**src/rtl/legv8_pkg.sv**
```systemverilog
// legv8_pkg: shared types and constants for the LEGv8 core front end.
//
// Contents:
//   WORD          datapath / address width. It mirrors the core-wide WORD
//                 width so that the fetch stage does not need to include the
//                 header itself.
//   INSTR_W       instruction word width (32).
//   PC_STEP       sequential PC increment in bytes (4).
//   fetch_state_t fetch FSM state encoding. S_FAULT exists only when
//                 FETCH_ALIGN_CHECK_EN is defined.
//
// Configuration macro: FETCH_ALIGN_CHECK_EN
package legv8_pkg;

  localparam int WORD    = 64;
  localparam int INSTR_W = 32;
  localparam int PC_STEP = 4;

  typedef enum logic [1:0] {
    S_IDLE  = 2'd0,
    S_REQ   = 2'd1,
`ifdef FETCH_ALIGN_CHECK_EN
    S_HOLD  = 2'd2,
    S_FAULT = 2'd3
`else
    S_HOLD  = 2'd2
`endif
  } fetch_state_t;

endpackage

```
**src/rtl/fetch_unit_pc_next.sv**
```systemverilog
// pc_next: combinational next-PC selection for the fetch stage.
//
// Ports:
//   pc_i            current PC
//   branch_taken_i  Execute redirect decision for the presented instruction
//   branch_target_i absolute branch target from Execute
//   next_pc_o       PC to load on acceptance
//   misaligned_o    taken branch to a non-word-aligned target
//                   (present only with FETCH_ALIGN_CHECK_EN)
//
// Configuration macro: FETCH_ALIGN_CHECK_EN
//   defined     - target loads unchanged, misalignment is flagged
//   not defined - target loads with bits [1:0] forced to zero
module pc_next
  import legv8_pkg::*;
(
  input  logic [WORD-1:0] pc_i,
  input  logic            branch_taken_i,
  input  logic [WORD-1:0] branch_target_i,
`ifdef FETCH_ALIGN_CHECK_EN
  output logic            misaligned_o,
`endif
  output logic [WORD-1:0] next_pc_o
);

  // The sequential increment wraps modulo 2^WORD by construction.
  always_comb begin
    next_pc_o = pc_i + WORD'(PC_STEP);
`ifdef FETCH_ALIGN_CHECK_EN
    misaligned_o = 1'b0;
`endif
    if (branch_taken_i) begin
`ifdef FETCH_ALIGN_CHECK_EN
      next_pc_o    = branch_target_i;
      misaligned_o = (branch_target_i[1:0] != 2'b00);
`else
      next_pc_o    = {branch_target_i[WORD-1:2], 2'b00};
`endif
    end
  end

endmodule

```
**src/rtl/fetch_unit.sv**
```systemverilog
// fetch_unit: instruction-fetch stage of the non-pipelined LEGv8 core.
//
// Holds the PC, reads one instruction at a time from instruction memory and
// presents it with its PC to Decode/Execute. On acceptance the PC advances
// by 4 or redirects to the branch target chosen by Execute.
//
// Parameters:
//   RESET_PC        PC loaded on reset (word aligned)
// Ports:
//   clk, reset      clock, synchronous active-high reset
//   stall           downstream not ready; holds the presented instruction
//   branch_taken    redirect decision for the presented instruction
//   branch_target   absolute branch target
//   imem_req        instruction-memory read request
//   imem_addr       read address (always equals pc)
//   imem_ready      memory returns imem_data this cycle
//   imem_data       instruction word from memory
//   instr_valid     instr/pc valid for downstream
//   instr           registered instruction
//   pc              address of instr / current fetch address
//   fault           misaligned-target fault (FETCH_ALIGN_CHECK_EN only)
//   dbg_state       current FSM state (fetch_state_t encoding)
//
// Handshakes:
//   memory side:     a read completes on a rising edge where imem_req=1 and
//                    imem_ready=1; imem_req/imem_addr stay stable until then.
//                    imem_ready while imem_req=0 has no effect.
//   downstream side: an instruction is consumed on a rising edge where
//                    instr_valid=1 and stall=0; instr/pc stay stable until then.
//                    branch_taken/branch_target matter only on that edge.
//
// Configuration macro: FETCH_ALIGN_CHECK_EN (adds fault port and S_FAULT).
module fetch_unit
  import legv8_pkg::*;
#(
  parameter logic [WORD-1:0] RESET_PC = '0
) (
  input  logic               clk,
  input  logic               reset,
  input  logic               stall,
  input  logic               branch_taken,
  input  logic [WORD-1:0]    branch_target,
  output logic               imem_req,
  output logic [WORD-1:0]    imem_addr,
  input  logic               imem_ready,
  input  logic [INSTR_W-1:0] imem_data,
  output logic               instr_valid,
  output logic [INSTR_W-1:0] instr,
  output logic [WORD-1:0]    pc,
`ifdef FETCH_ALIGN_CHECK_EN
  output logic               fault,
`endif
  output logic [1:0]         dbg_state
);

  fetch_state_t       state_q;
  logic [WORD-1:0]    pc_q;
  logic [WORD-1:0]    pc_d;
  logic [INSTR_W-1:0] instr_q;
  logic               imem_req_q;
  logic               instr_valid_q;
`ifdef FETCH_ALIGN_CHECK_EN
  logic               fault_q;
  logic               misaligned;
`endif

  pc_next u_pc_next (
    .pc_i            (pc_q),
    .branch_taken_i  (branch_taken),
    .branch_target_i (branch_target),
`ifdef FETCH_ALIGN_CHECK_EN
    .misaligned_o    (misaligned),
`endif
    .next_pc_o       (pc_d)
  );

  // Output flags are registered alongside the state so they never depend
  // combinationally on any input.
  always_ff @(posedge clk) begin
    if (reset) begin
      state_q       <= S_IDLE;
      pc_q          <= RESET_PC;
      instr_q       <= '0;
      imem_req_q    <= 1'b0;
      instr_valid_q <= 1'b0;
`ifdef FETCH_ALIGN_CHECK_EN
      fault_q       <= 1'b0;
`endif
    end else begin
      case (state_q)
        S_IDLE: begin
          state_q    <= S_REQ;
          imem_req_q <= 1'b1;
        end
        S_REQ: begin
          if (imem_ready) begin
            instr_q       <= imem_data;
            imem_req_q    <= 1'b0;
            instr_valid_q <= 1'b1;
            state_q       <= S_HOLD;
          end
        end
        S_HOLD: begin
          if (!stall) begin
            pc_q          <= pc_d;
            instr_valid_q <= 1'b0;
`ifdef FETCH_ALIGN_CHECK_EN
            if (misaligned) begin
              state_q <= S_FAULT;
              fault_q <= 1'b1;
            end else begin
              state_q    <= S_REQ;
              imem_req_q <= 1'b1;
            end
`else
            state_q    <= S_REQ;
            imem_req_q <= 1'b1;
`endif
          end
        end
`ifdef FETCH_ALIGN_CHECK_EN
        // Sticky until reset: no further requests, nothing presented.
        S_FAULT: begin
          state_q <= S_FAULT;
        end
`endif
        default: begin
          state_q       <= S_IDLE;
          imem_req_q    <= 1'b0;
          instr_valid_q <= 1'b0;
        end
      endcase
    end
  end

  assign imem_req    = imem_req_q;
  assign imem_addr   = pc_q;
  assign instr_valid = instr_valid_q;
  assign instr       = instr_q;
  assign pc          = pc_q;
  assign dbg_state   = state_q;
`ifdef FETCH_ALIGN_CHECK_EN
  assign fault       = fault_q;
`endif

endmodule

```
**config.mk**
```make
export PLATFORM = sky130hd
export DESIGN_NAME = fetch_unit
export DESIGN_NICKNAME = d
export VERILOG_FILES = /design/src/rtl/legv8_pkg.sv /design/src/rtl/fetch_unit_pc_next.sv /design/src/rtl/fetch_unit.sv
export SDC_FILE = /design/constraint.sdc
export NUM_CORES = 1
export LEC_CHECK = 0
export BUFFER_PORTS_ARGS = -buffer_cell sky130_fd_sc_hd__buf_2
export CORE_MARGIN = 5
export CORE_UTILIZATION = 44
export CTS_BUF_LIST = sky130_fd_sc_hd__clkbuf_16
export DETAILED_ROUTE_END_ITERATION = 16
export HOLD_SLACK_MARGIN = 0.1
export PLACE_DENSITY = 0.77
export SYNTH_ARGS = -nofsm -noshare
export SYNTH_HDL_FRONTEND = slang
export SYNTH_SLANG_ARGS = --single-unit
```
**constraint.sdc**
```tcl
create_clock -name clk -period 2.5 [get_ports clk]
set_clock_uncertainty 0.1 [all_clocks]
set_input_delay 0.5 -clock clk [delete_from_list [all_inputs] [get_ports clk]]
set_output_delay 0.5 -clock clk [all_outputs]
set_load 0.05 [all_outputs]
```
==> results.yml, run 1 <==
clocking:
  cts_buffers: 9
  clk_pin_slew_ps: 70
  htreeDepth: 3
  post-cts-setup-buffers: 0
  cts_tree: "done"
  clk_latency_ps: 360
  clock_path_buffers: 2
  ctsRootBufferMaster: "clkbuf_16"
  numClockSinks: 97
floorplanning:
  initial_core_util_pct: 45.3
  rows: 43
  coreArea_mm2: 0.0140
  design.portCount: 265
  dieWidth_um: 130
  die_height_um: 130
  dieArea_mm2: 0.0169
layout:
  drive_gt1_share_pct: 35.2
  nets: 1173
  finalInstanceArea_mm2: 0.00803
  multi_input_area_mm2: 0.00357
  syn2layout_area_growth_pct: 26.7
  layout.cells.most_common: "buf_2"
  nFillCells: 1361
  seq_area_mm2: 0.00196
  diodes: 0
  final_util_pct: 57.4
  layout_common_cells: "buf_2, nand2_1, dfxtp_1, a21oi_1, buf_4"
critical_path:
  max_stage_delay_ps: 510
  r2r_start: "imem_addr[3]"
  end_kind: "flip-flop"
  critPathKind: "flip-flop to flip-flop"
  crit_fanout: 9
  path_cells: "ha_1 > nand4_4 > buf_4 > nor4_2 > nand3_2 > or4_1 > a31oi_1"
  crit_family: "simple AND/OR/NAND/NOR gates"
  cp.required_ps: 2690
  cp.buffers_inverters: 1
  r2r_cells: 7
  critPathArrivalTime_ps: 2540
  reg2reg_slack_ps: 140
  r2r_end: "imem_addr[60]"
  worst_setup_path_start_kind: "flip-flop"
  slowest_stage: "or4_1"
worst_hold_path:
  min_path_type: "input pin to flip-flop"
  min_to: "instr[20]"
  whs_path_depth: 3
  hold_start: "imem_data[20]"
global_routing:
  overflow: 0
  first_global_vias: 6672
  grt_max_degree: 93
  antenna_found_initial: 1
  grt_usage_pct: 26.1
  grt_pass1_wl_um: 35200
routing:
  dr.first_iter.drc_count: 673
  vias_per_cell: 5.85
  antenna_left: 0
  drcViolationCount: 0
  vias: 7347
  routed_wl_um: 22700
  dr.pass1.iters: 7
  wl_per_cell_um: 18.1
synth:
  syn_area_mm2: 0.00633
  ys_warn_count: 0
  yosys_most_used_dff: "dfxtp_1"
  synth_cells: 865
  synth_seq_cells: 97
  syn_avg_cell_area_um2: 7.32
  ys_types: 66
  yosysSeqAreaShare_pct: 30.7
  async_flop_share_pct: 0
  synth-edff-count: 0
placed_design:
  gp_congestion: 0.934
  post_dp_cell_area_mm2: 0.00767
  port_buffers: 258
  dp_hpwl_um: 16600
run:
  drv_cap: 0
pwr:
  peakVddDrop_uv: 291
  p_total_w: 0.00397
  p_per_area_mw_per_mm2: 494
  p_leak_nw: 3.45
sta:
  holdWs_ps: 268
  finalCriticalPeriod_ps: 2360
  fmax_ghz: 0.425
  hold_viol_final: 0
  fin_crit_sh_pct: 94.2
  setup-violations-final: 0
  tns_ps: 0
  tightest_slew_ps: 622
  slew_headroom_pct: 58.2
  maxSlewViolCount: 0
  rsz0062_at_grt: "false"
outcome:
  status: "complete, no violations"
==> through the flow <==
step           setup WS (ps)  cells
5_1_grt                 5.16   1256
6_report                 144   1256
3_3_place_gp             169   1240
2_1_floorplan           4.98    868
4_1_cts                  116   1256
3_5_place_dp             131   1240
==> power breakdown <==
group | switching [W] | internal, W
combinational | 0.000480 | 0.000192
sequential | 0.0000415 | 0.00159
clock | 0.000677 | 0.000988
total | 0.00120 | 0.00277
==> tightest hold or removal path, stage by stage <==
cell and delay [ps]:
buf_2 90, nand2_1 40, a21oi_1 50
==> registers in the layout (all words and copies together), names as in the netlist <==
name / flops
instr: 32
imem_addr: 62
dbg_state: 2
instr_valid: 1
==> worst max path at each step <==
stage	startpoint	to	slack, ps	depth (start not counted)
global placement	imem_addr[3]	imem_addr[38]	170	6
CTS	imem_addr[3]	imem_addr[60]	120	7
finish	imem_addr[3]	imem_addr[60]	140	7
floorplan	imem_addr[31]	imem_addr[60]	5	6
detailed placement	imem_addr[3]	imem_addr[60]	130	7
global route	imem_addr[3]	imem_addr[42]	5	6
==> what timing repair did <==
item	CTS	global route
setup endpoints to repair	0	1
hold buffers	0	0
gates resized for setup	0	1
==> metal layers <==
| metal | GRT usage, % | wire, um | vias to the layer above |
|---|---|---|---|
| met2 | 42.9 | 11000 | 381 |
| met5 | 0 | 13 | - |
| met3 | 4.26 | 1840 | 43 |
| met4 | 9.41 | 535 | 2 |
| li1 | - | - | 3525 |
| met1 | 34.7 | 9340 | 3396 |
==> synthesized netlist by cell type, drive strengths merged (20+ instances only) <==
library cell	number	area, um^2
dfxtp	97	1940
o21ai	33	169
nand3	41	210
nand2	131	492
and3	20	125
a31oi	35	219
buf	83	576
inv	20	75.1
nor3	31	155
clkbuf	50	188
nand4	41	299
a21oi	71	355
nor2	46	173
nor4	21	186
==> logic make-up after synthesis <==
| group | count (synthesis) | share of synthesized area (%) |
|---|---|---|
| adders and majority gates | 1 | 0.197 |
| DFF | 97 | 30.7 |
| other | 1 | 0.0592 |
| buffers and inverters | 154 | 13.3 |
| AOI/OAI and AO/OA | 222 | 22.3 |
| muxes | 10 | 1.60 |
| and+or+nand+nor | 380 | 31.9 |
==> area by class of cell <==
type / instances / area share, %
Tap cell: 180 / 2.81
Multi-Input combinational cell: 617 / 44.5
Clock buffer: 9 / 2.81
Timing Repair Buffer: 325 / 22.9
Sequential cell: 97 / 24.5
Inverter: 21 / 0.982
Clock inverter: 7 / 1.54
Note: power is estimated with default switching activity, not from simulation.
==> run 2, diff against run 1 <==
- MAX_ROUTING_LAYER: default -> met4
==> run 2 against run 1 <==
  * Worst hold slack improved by 3.2 ps
  * Total power decreased by 5.5%
  * Clock-buffer cell count increased by 1
  * Design area decreased by 0.47%
  * Final cell count about the same
  * Wire length increased by 0.35%
  * Die area unchanged
  * Utilization decreased by 0.27 points
  * Maximum frequency decreased by 0.94%
  * Clock power decreased by 13%
==> results.yml, run 2 (synthesis results as in run 1) <==
layout:
  nFillCells: 1352
  layout.cells.most_common: "buf_2"
  nets: 1173
  layout_common_cells: "buf_2, nand2_1, dfxtp_1, a21oi_1, buf_4"
  drive_gt1_share_pct: 35.3
  final_util_pct: 57.1
  finalInstanceArea_mm2: 0.00799
  largest_reg_flops: 62
  syn2layout_area_growth_pct: 26.1
routing:
  dr.pass1.iters: 5
  wl_per_cell_um: 18.1
  drcViolationCount: 0
  antenna_left: 0
  vias_per_cell: 5.89
  routed_wl_um: 22800
  dr.first_iter.drc_count: 645
  vias: 7410
floorplanning:
  dieWidth_um: 130
  dieArea_mm2: 0.0169
  die_height_um: 130
  coreArea_mm2: 0.0140
  design.portCount: 265
  initial_core_util_pct: 45.3
  rows: 43
clocking:
  cts_tree: "done"
  clk_pin_slew_ps: 80
  clk_latency_ps: 360
  ctsRootBufferMaster: "clkbuf_16"
  htreeDepth: 3
  numClockSinks: 97
  clock_path_buffers: 2
  cts_buffers: 9
  cts_hold_buf: 0
sta:
  rsz0062_at_grt: "false"
  setup_ws_ps: 122
  setup-violations-final: 0
  maxSlewViolCount: 0
  fin_crit_sh_pct: 95.1
  hold_viol_final: 0
  slew_headroom_pct: 58.7
  finalCriticalPeriod_ps: 2380
  tns_ps: 0
  tightest_slew_ps: 619
  fmax_ghz: 0.421
critical_path:
  critPathArrivalTime_ps: 2510
  crit_end: "imem_addr[38]"
  r2r_end: "imem_addr[38]"
  crit_start: "imem_addr[3]"
  critPathKind: "flip-flop to flip-flop"
  reg2reg_slack_ps: 120
  worst_setup_path_start_kind: "flip-flop"
  r2r_start: "imem_addr[3]"
  crit_fanout: 8
  end_kind: "flip-flop"
  r2r_cells: 6
  cp.required_ps: 2630
pwr:
  p_leak_nw: 3.43
  peakVddDrop_uv: 395
  p_per_area_mw_per_mm2: 469
global_routing:
  grt_usage_pct: 26.8
  grt_max_degree: 91
  antenna_found_initial: 1
  overflow: 0
  first_global_vias: 6789
  grt_pass1_wl_um: 35200
placed_design:
  post_dp_cell_area_mm2: 0.00767
  dp_hpwl_um: 16500
  dp_slack_ps: 121
  port_buffers: 258
  gp_congestion: 0.962
worst_hold_path:
  min_path_type: "input pin to flip-flop"
outcome:
  status: "complete, no violations"
run:
  drv_cap: 0
run 2: report_power, final:
part / internal (W) / switching [W]
Clock: 0.000756 / 0.000689
Sequential: 0.00159 / 0.0000406
Combinational: 0.000192 / 0.000481
run 2: layout make-up:
| class | count | area, um^2 | share of cell area (%) |
|---|---|---|---|
| multi-input cells | 617 | 3580 | 44.8 |
| diodes | 1 | 2.50 | 0.0313 |
| flip-flops and latches | 97 | 1960 | 24.6 |
| well taps | 180 | 225 | 2.82 |
| clock inverters | 6 | 56.3 | 0.705 |
| repair buffers | 325 | 1830 | 23.0 |
| clock buffers | 10 | 250 | 3.13 |
| inverters | 21 | 78.8 | 0.987 |
run 2: metrics by stage:
stage	total power (W)	hold slack, ps	std cells
floorplan	0.00214	502	868
global placement	0.00233	339	1240
detailed placement	0.00234	344	1240
CTS	0.00377	261	1256
global route	0.00388	262	1257
finish	0.00375	271	1257
run 2: what timing repair did:
action	in CTS	in global routing
gates resized for setup	0	2
setup buffers	0	0
endpoints found under the hold margin	0	0
setup endpoints to repair	0	4
run 2: how the worst min path moves through the flow:
| stage | slack, ps | cells after the start | startpoint | end |
|---|---|---|---|---|
| after floorplan | 500 | 2 | imem_addr[3] | imem_addr[3] |
| after global placement | 340 | 2 | instr[31] | instr[31] |
| after detailed placement | 340 | 2 | instr[12] | instr[12] |
| after CTS | 260 | 3 | imem_data[0] | instr[0] |
| after global routing | 260 | 3 | imem_data[0] | instr[0] |
| final | 270 | 3 | imem_data[0] | instr[0] |
run 2: per-layer routing:
metal / vias to the layer above / GRT usage (%) / part of all wire (%)
li1: 3529 / - / -
met4: 0 / 10.1 / 3.3
met3: 61 / 4.63 / 7.6
met2: 349 / 42.4 / 48
met1: 3471 / 34.4 / 41
met5: - / - / 0
run 2: worst max-delay path, stage by stage (launching register included):
cell and delay (ps):
dfxtp_4 380, ha_2 210, nand4_4 120, or4_4 610
or4_4 500, o211ai_1 200, o211ai_1 110
